$ cat src/rtl/accel_axis_sequencer.sv
//==============================================================================
// accel_axis_sequencer
// Sequences setup and round-robin X/Y/Z reads for the SPI accelerometer
// controller and publishes coherent {X,Y,Z} samples.
// Revision: 1.0
//==============================================================================
`default_nettype none

module accel_axis_sequencer #(
    parameter int DWELL_CYCLES = 131072,
    parameter int GAP_CYCLES   = 32768,
    parameter int CNT_W        = 20
) (
    input  logic       CLK,
    input  logic       RESET_N,
    input  logic       ENABLE,
    input  logic       DONE_SETUP,
    input  logic [7:0] DATA_OUT,
    output logic [3:0] OPERATION,
    output logic [7:0] X_DATA,
    output logic [7:0] Y_DATA,
    output logic [7:0] Z_DATA,
    output logic       SAMPLE_VALID,
    output logic       BUSY
);

    typedef enum logic [1:0] {
        ST_SETUP     = 2'd0,
        ST_GAP       = 2'd1,
        ST_IDLE_WAIT = 2'd2,
        ST_READ      = 2'd3
    } state_t;

    localparam logic [1:0] AXIS_X = 2'd0;
    localparam logic [1:0] AXIS_Y = 2'd1;
    localparam logic [1:0] AXIS_Z = 2'd2;

    localparam logic [CNT_W-1:0] DWELL_LAST = CNT_W'(DWELL_CYCLES - 1);
    localparam logic [CNT_W-1:0] GAP_LAST   = CNT_W'(GAP_CYCLES - 1);

    localparam logic [3:0] OP_SETUP = 4'b1000;
    localparam logic [3:0] OP_IDLE  = 4'b0000;

    state_t           state;
    logic [CNT_W-1:0] cnt;
    logic [1:0]       axis;
    logic [7:0]       shadow_x;
    logic [7:0]       shadow_y;
    logic [7:0]       shadow_z;
    logic             publish;

    function automatic logic [3:0] axis_code(input logic [1:0] a);
        case (a)
            AXIS_X:  axis_code = 4'b0001;
            AXIS_Y:  axis_code = 4'b0010;
            default: axis_code = 4'b0100;
        endcase
    endfunction

    always_ff @(posedge CLK or negedge RESET_N) begin
        if (!RESET_N) begin
            state        <= ST_SETUP;
            cnt          <= '0;
            axis         <= AXIS_X;
            shadow_x     <= 8'h00;
            shadow_y     <= 8'h00;
            shadow_z     <= 8'h00;
            publish      <= 1'b0;
            OPERATION    <= OP_SETUP;
            X_DATA       <= 8'h00;
            Y_DATA       <= 8'h00;
            Z_DATA       <= 8'h00;
            SAMPLE_VALID <= 1'b0;
            BUSY         <= 1'b1;
        end else begin
            // A completed Z capture publishes the whole shadow set one edge later.
            SAMPLE_VALID <= publish;
            publish      <= 1'b0;
            if (publish) begin
                X_DATA <= shadow_x;
                Y_DATA <= shadow_y;
                Z_DATA <= shadow_z;
            end

            if (state != ST_SETUP && !DONE_SETUP) begin
                // Controller was reset: restart setup and drop any partial sample.
                state     <= ST_SETUP;
                cnt       <= '0;
                axis      <= AXIS_X;
                shadow_x  <= 8'h00;
                shadow_y  <= 8'h00;
                shadow_z  <= 8'h00;
                OPERATION <= OP_SETUP;
                BUSY      <= 1'b1;
            end else begin
                case (state)
                    ST_SETUP: begin
                        if (DONE_SETUP) begin
                            state     <= ST_GAP;
                            cnt       <= '0;
                            axis      <= AXIS_X;
                            OPERATION <= OP_IDLE;
                        end
                    end
                    ST_GAP: begin
                        if (cnt == GAP_LAST) begin
                            cnt <= '0;
                            if (ENABLE) begin
                                state     <= ST_READ;
                                OPERATION <= axis_code(axis);
                            end else begin
                                state <= ST_IDLE_WAIT;
                                BUSY  <= 1'b0;
                            end
                        end else begin
                            cnt <= cnt + 1'b1;
                        end
                    end
                    ST_IDLE_WAIT: begin
                        if (ENABLE) begin
                            state <= ST_GAP;
                            cnt   <= '0;
                            BUSY  <= 1'b1;
                        end
                    end
                    ST_READ: begin
                        if (cnt == DWELL_LAST) begin
                            case (axis)
                                AXIS_X:  shadow_x <= DATA_OUT;
                                AXIS_Y:  shadow_y <= DATA_OUT;
                                default: shadow_z <= DATA_OUT;
                            endcase
                            publish   <= (axis == AXIS_Z);
                            axis      <= (axis == AXIS_Z) ? AXIS_X : axis + 2'd1;
                            state     <= ST_GAP;
                            cnt       <= '0;
                            OPERATION <= OP_IDLE;
                        end else begin
                            cnt <= cnt + 1'b1;
                        end
                    end
                endcase
            end
        end
    end

endmodule

`default_nettype wire

$ cat config.mk
export PLATFORM = sky130hd
export DESIGN_NAME = accel_axis_sequencer
export DESIGN_NICKNAME = d
export VERILOG_FILES = /design/src/rtl/accel_axis_sequencer.sv
export SDC_FILE = /design/constraint.sdc
export NUM_CORES = 1
export LEC_CHECK = 0
export ABC_CLOCK_PERIOD_IN_PS = 2700
export CORE_ASPECT_RATIO = 1.4
export CORE_MARGIN = 2
export CORE_UTILIZATION = 31
export CTS_CLUSTER_DIAMETER = 60
export DETAILED_ROUTE_END_ITERATION = 10
export GPL_ROUTABILITY_DRIVEN = 0
export GPL_TIMING_DRIVEN = 0
export PLACE_DENSITY = 0.6
export RECOVER_POWER = 100
export SYNTH_ARGS = -nofsm -noshare
export SYNTH_HDL_FRONTEND = slang
export SYNTH_SLANG_ARGS = --single-unit
$ cat constraint.sdc
create_clock -name CLK -period 2.7 [get_ports CLK]
set_input_delay 0.405 -clock CLK [delete_from_list [all_inputs] [get_ports CLK]]
set_output_delay 0.405 -clock CLK [all_outputs]
set_load 0.01 [all_outputs]
==> results of run 1 <==
## routing by layer
layer	vias up	part of all wire [%]
met4	0	1.8
met3	12	3.1
met2	46	52
met5	-	0
li1	1310	-
met1	1327	43
## flip-flops by register name (all words and copies together) (netlist names), 4 cells and up
register	flops
Z_DATA	8
cnt	20
shadow_x	8
X_DATA	8
shadow_y	8
Y_DATA	8
OPERATION	4
shadow_z	8
## worst min path at each step
stage,endpoint,slack [ns],depth (start not counted)
after CTS,SAMPLE_VALID$_DFF_PN0_,0.38,0
after global routing,SAMPLE_VALID$_DFF_PN0_,0.40,0
after floorplan,OPERATION[0]$_DFFE_PN0P_,0.11,0
after global placement,SAMPLE_VALID$_DFF_PN0_,0.36,0
after detailed placement,X_DATA[2]$_DFFE_PN0P_,0.24,1
final,SAMPLE_VALID$_DFF_PN0_,0.38,0
## power groups by stage
stage | clock network, mW | registers, mW | logic [mW]
global route | 1.22 | 1.24 | 0.404
floorplan | 0 | 1.26 | 0.221
detailed placement | 0 | 1.26 | 0.370
global placement | 0 | 1.26 | 0.358
finish | 1.13 | 1.24 | 0.359
CTS | 1.17 | 1.24 | 0.373
## area by class of cell
cell class | count | area (µm²) | share of cell area [%]
Timing Repair Buffer | 43 | 422 | 9.58
Sequential cell | 79 | 1980 | 45.0
Clock inverter | 7 | 57.6 | 1.31
Inverter | 17 | 63.8 | 1.45
Buffer | 15 | 60.1 | 1.37
Tap cell | 144 | 180 | 4.10
Clock buffer | 9 | 225 | 5.12
Multi-Input combinational cell | 222 | 1410 | 32.1
## kinds of logic after synthesis
family | after synthesis | synth area share (%)
xor gates and xnor gates | 2 | 0.498
muxes | 27 | 8.53
adders and majority gates | 1 | 0.355
and+or+nand+nor | 113 | 16.6
AOI/OAI and AO/OA | 79 | 14.3
DFF | 79 | 56.2
buffers and inverters | 32 | 3.52
## cells in the mapped netlist (2+ instances only)
library cell,n
and2_1,2
nor4_2,2
nand4_1,4
a31oi_1,10
a21o_1,3
or4_1,3
clkbuf_1,13
o21ai_0,14
or3_1,3
nand3_1,16
nand2_1,46
mux2_2,24
a41oi_1,5
nor2b_1,3
and4_1,2
o21ai_1,16
or2_2,2
nor4_1,4
o32ai_1,2
inv_1,17
nor3_1,4
a22o_1,10
dfstp_2,2
o31ai_1,2
dfrtp_1,77
a211oi_1,3
nand2b_1,4
and3_1,3
a21oi_1,10
mux2i_1,3
nor2_1,13
## worst max-delay path: cells and delay by family, from the launching register on
kind	cells	cell delay (ns)
AO/OA/AOI/OAI	2	0.69
adder cells (fa/ha/maj)	1	0.22
AND/OR/NAND/NOR	3	1.07
flip-flops	1	0.38
## repair_timing
| item | CTS | global route |
|---|---|---|
| setup endpoints to repair | 0 | 0 |
| hold endpoints to repair | 7 | 0 |
| buffers inserted | 0 | 0 |
| hold buffers | 1 | 0 |
==> impl_metrics.tcl, run 1 <==
set metrics [dict create \
    period_needed_ns 2.49 \
    yosysUniqueCellTypes 42 \
    comb_power_share_pct 13.2 \
    r2r-end "shadow_x[4]$_DFFE_PN0P_" \
    initial_core_util_pct 31.4 \
    clockBufferDepth 2 \
    r2r_slack_ns 0.21 \
    post-route-util_pct 39.2 \
    instances_no_fill 536 \
    dp_slack_ns 0.0425 \
    grt_max_degree 73 \
    setup_tns_ns 0 \
    hpwlAfterDp_um 5590 \
    synth_top_cells_by_area "dfrtp_1 (55%), mux2_2 (7.7%), nand2_1 (4.9%), a22o_1 (2.5%), nand3_1 (2.3%)" \
    p_sw_share_pct 28.1 \
    async_flop_share_pct 100 \
    power_density_mw_per_mm2 621 \
    drt_iter0_markers 148 \
    synth-main-ff-cell "dfrtp_1" \
    min_path_type "reg -> reg" \
    maxCapViolCount 0 \
    numPortBuffers 41 \
    globalRouteMet2Util_pct 24.3 \
    tritoncts "done" \
    final_layout_size_suffix_gt1_share_pct 12.5 \
    coreArea_mm2 0.0112 \
    syn-cell-area_mm2 0.00352 \
    grt_pass1_vias 2757 \
    synth_edf_count 0 \
    io_pins 42 \
    avgSynthCellArea_um2 10.6 \
    dp.cells 519 \
    ys_warn_count 0 \
    crit_path_start "cnt[0]$_DFFE_PN0P_" \
    setup_viol 0 \
    syn_nets 346 \
    clkSinkCount 79 \
    fillers 1115 \
    internal_power_mw 1.96 \
    postCtsResizedCells 0 \
    crit_chain "ha_1, nand3_1, nor3_1, a41oi_1, nand2_1, o21ai_0" \
    clock_power_share_pct 41.5 \
    row_count 46 \
    tightest_slew_ns 1.23 \
    synth_seq_cells 79 \
    die_area_mm2 0.0122 \
    synth.top_cell.area_share_pct 54.7 \
    clock.fmax_ghz 0.402 \
    maxSlewViolCount 0 \
    p_leak_nw 2.03 \
    num_vias 2695 \
    cp_data_required_time_ns 2.91 \
    grt_usage_pct 13.8 \
    yosysTopAreaCell "dfrtp_1" \
    ys_seq_area_share_pct 56.2 \
    ff2ff_path_depth 6 \
    critPathKind "reg -> reg" \
    antenna_found_initial 0 \
    cp-start-kind "flop" \
    finalClockSkew_ns 0.00758 \
    hold_viol 0 \
    netSwitchingPower_mw 0.767 \
    hold_slack_ns 0.379 \
    max_stage_delay_ns 0.67 \
    diodes 0 \
    syn_to_final_growth_pct 24.9 \
    met3_usage_pct 3.64 \
    cp_max_fo 8 \
    cts_root_buffer "clkbuf_16" \
    place_area_mm2 0.00414 \
    min_period_over_period_pct 92.1 \
    chipHeight_um 130 \
    wire_per_inst_um 14.5 \
    final_common_cell "dfrtp_1" \
    crit_path_end "shadow_x[4]$_DFFE_PN0P_" \
    final_nets 400 \
    reg2reg_from "cnt[0]$_DFFE_PN0P_" \
    die_w_um 94.1 \
    p_seq_share_pct 45.3 \
    clock_latency_ns 0.33 \
    grt-ovfl-total 0 \
    busiest_layer "met2" \
    final_cell_mix "dfrtp_1 (77), nand2_1 (46), dlygate4sd3_1 (31)" \
    layout_setup_ws_ns 0.212 \
    critPathSlowestCell "nor3_1" \
    design_area_mm2 0.00440 \
    vias_per_cell 5.03 \
    min_from "publish$_DFF_PN0_" \
    slew_headroom_pct 17.4 \
    rsz0062_at_grt "false" \
    grt_first_pass_wirelength_um 13200 \
    ir_drop_uv 242 \
    synthCells 333 \
    grtUsageMet1_pct 15.6 \
    tritoncts.num_buffers 9 \
    total_power_mw 2.73 \
    worstPathArrival_ns 2.69 \
    drtPass1Iterations 4 \
    worstSetupEndpointType "flop" \
    path_clk_slew_ns 0.06 \
    status "finished, final reports clean" \
    drc_errors 0 \
    h-tree-depth 3 \
    ant_nets 0 \
    routed_wl_um 7750 \
]
No activity file was read; power rests on OpenSTA's default activity.
==> inputs of run 2 (changes only) <==
--- a/config.mk
+++ b/config.mk
@@ -8,12 +8,11 @@
 export ABC_CLOCK_PERIOD_IN_PS = 2700
 export CORE_ASPECT_RATIO = 1.4
 export CORE_MARGIN = 2
-export CORE_UTILIZATION = 31
+export CORE_UTILIZATION = 55
 export CTS_CLUSTER_DIAMETER = 60
 export DETAILED_ROUTE_END_ITERATION = 10
-export GPL_ROUTABILITY_DRIVEN = 0
 export GPL_TIMING_DRIVEN = 0
-export PLACE_DENSITY = 0.6
+export PLACE_DENSITY = 0.9
 export RECOVER_POWER = 100
 export SYNTH_ARGS = -nofsm -noshare
 export SYNTH_HDL_FRONTEND = slang
==> impl_metrics.tcl, run 2 (same netlist as run 1, synthesis figures left out) <==
set metrics [dict create \
    clock.fmax_ghz 0.410 \
    hold_slack_ns 0.379 \
    post-route-util_pct 67.7 \
    die_area_mm2 0.00707 \
    grtUsageMet1_pct 27.4 \
    period_needed_ns 2.44 \
    grt_usage_pct 23.6 \
    tightest_slew_ns 1.15 \
    clockBufferDepth 2 \
    maxCapViolCount 0 \
    h-tree-depth 3 \
    drtPass1Iterations 5 \
    worstSetupEndpointType "flop" \
    worstPathArrival_ns 2.67 \
    tritoncts "done" \
    place_congestion 0.847 \
    vias_per_cell 6.07 \
    chipHeight_um 98.7 \
    coreArea_mm2 0.00621 \
    largest_reg_flops 20 \
    cts_root_buffer "clkbuf_8" \
    path_clk_slew_ns 0.08 \
    syn_to_final_growth_pct 19.4 \
    final_layout_size_suffix_gt1_share_pct 12.5 \
    final_nets 400 \
    cp-start-kind "flop" \
    final_cell_mix "dfrtp_1 (77), nand2_1 (46), dlygate4sd3_1 (31)" \
    ir_drop_uv 340 \
    antenna_found_initial 0 \
    num_vias 2817 \
    grt_pass1_vias 2792 \
    finalClockSkew_ns 0.0102 \
    drc_errors 0 \
    final_common_cell "dfrtp_1" \
    cp_data_required_time_ns 2.93 \
    clkSinkCount 79 \
    min_path_type "reg -> reg" \
    grt_first_pass_wirelength_um 13000 \
    globalRouteMet2Util_pct 41.1 \
    post_cts.repair.setup_buffers 0 \
    setup_tns_ns 0 \
    layout_setup_ws_ns 0.261 \
    p_leak_nw 1.97 \
    slew_headroom_pct 22.6 \
    grt-ovfl-total 0 \
    maxSlewViolCount 0 \
    cp_max_fo 8 \
    hold_viol 0 \
    drt_iter0_markers 267 \
    min_period_over_period_pct 90.3 \
    met3_usage_pct 5.73 \
    fillers 456 \
    die_w_um 71.6 \
    diodes 0 \
    rsz0062_at_grt "false" \
    regMostFlops "cnt" \
    clock_latency_ns 0.35 \
    tritoncts.num_buffers 9 \
    busiest_layer "met2" \
    hpwlAfterDp_um 5600 \
    status "finished, final reports clean" \
    grt_max_degree 69 \
    critPathKind "reg -> reg" \
    numPortBuffers 41 \
    initial_core_util_pct 56.7 \
    setup_viol 0 \
    wire_per_inst_um 16.9 \
    dp_slack_ns 0.132 \
    row_count 34 \
    io_pins 42 \
    power_density_mw_per_mm2 562 \
    routed_wl_um 7830 \
    ant_nets 0 \
]
==> run 2: area by class of cell <==
| type | instances | area [µm²] | area share [%] |
|---|---|---|---|
| plain buffers | 15 | 60.1 | 1.43 |
| clock buffers | 10 | 128 | 3.03 |
| clock inverters | 6 | 45.0 | 1.07 |
| inverters | 17 | 63.8 | 1.52 |
| multi-input cells | 222 | 1420 | 33.7 |
| flip-flops and latches | 79 | 1980 | 47.1 |
| well taps | 72 | 90.1 | 2.14 |
| repair buffers | 43 | 422 | 10.0 |
==> run 2: worst paths after layout <==
kind                               startpoint                  endpoint  slack [ns]  cells past startpoint
max                        cnt[0]$_DFFE_PN0P_   shadow_y[3]$_DFFE_PN0P_        0.26                      6
min                         publish$_DFF_PN0_    SAMPLE_VALID$_DFF_PN0_        0.38                      0
max reg2reg                cnt[0]$_DFFE_PN0P_   shadow_y[3]$_DFFE_PN0P_        0.26                      6
min reg2reg                 publish$_DFF_PN0_    SAMPLE_VALID$_DFF_PN0_        0.38                      0
max in group asynchronous             RESET_N  OPERATION[1]$_DFFE_PN0P_        0.74                      3
min in group asynchronous             RESET_N   shadow_x[3]$_DFFE_PN0P_        0.58                      2
==> run 2: metrics by stage <==
| step | power, mW | std cells | area [µm²] |
|---|---|---|---|
| after floorplan | 1.48 | 333 | 3520 |
| after global placement | 1.60 | 446 | 4020 |
| after detailed placement | 1.62 | 447 | 4050 |
| after CTS | 2.38 | 464 | 4230 |
| after global routing | 2.47 | 464 | 4210 |
| final | 2.37 | 464 | 4210 |
==> run 2: routing by layer <==
| layer | part of all wire, % | vias up |
|---|---|---|
| met1 | 40 | 1389 |
| met5 | 0 | - |
| met4 | 1.8 | 0 |
| met3 | 4.9 | 19 |
| li1 | - | 1311 |
| met2 | 53 | 98 |
==> run 2: repair_timing <==
action | 4_1_cts | 5_1_grt
resized for setup | 0 | 0
endpoints found under the hold margin | 11 | 0
setup endpoints to repair | 0 | 0
hold buffers | 1 | 0
==> run 2: worst max-delay path, cell delays in order, from the launching register on <==
cell and delay (ns):
dfrtp_1 0.38, ha_1 0.22, nand3_1 0.18, nor3_1 0.65
a41oi_1 0.55, nand2_1 0.23, o21ai_1 0.10
==> run 2: where the power goes <==
part	switching, mW	leakage (nW)	internal (mW)	total [mW]
clock	0.436	0.0789	0.336	0.772
combinational	0.245	0.799	0.114	0.359
sequential	0.0183	1.09	1.22	1.23
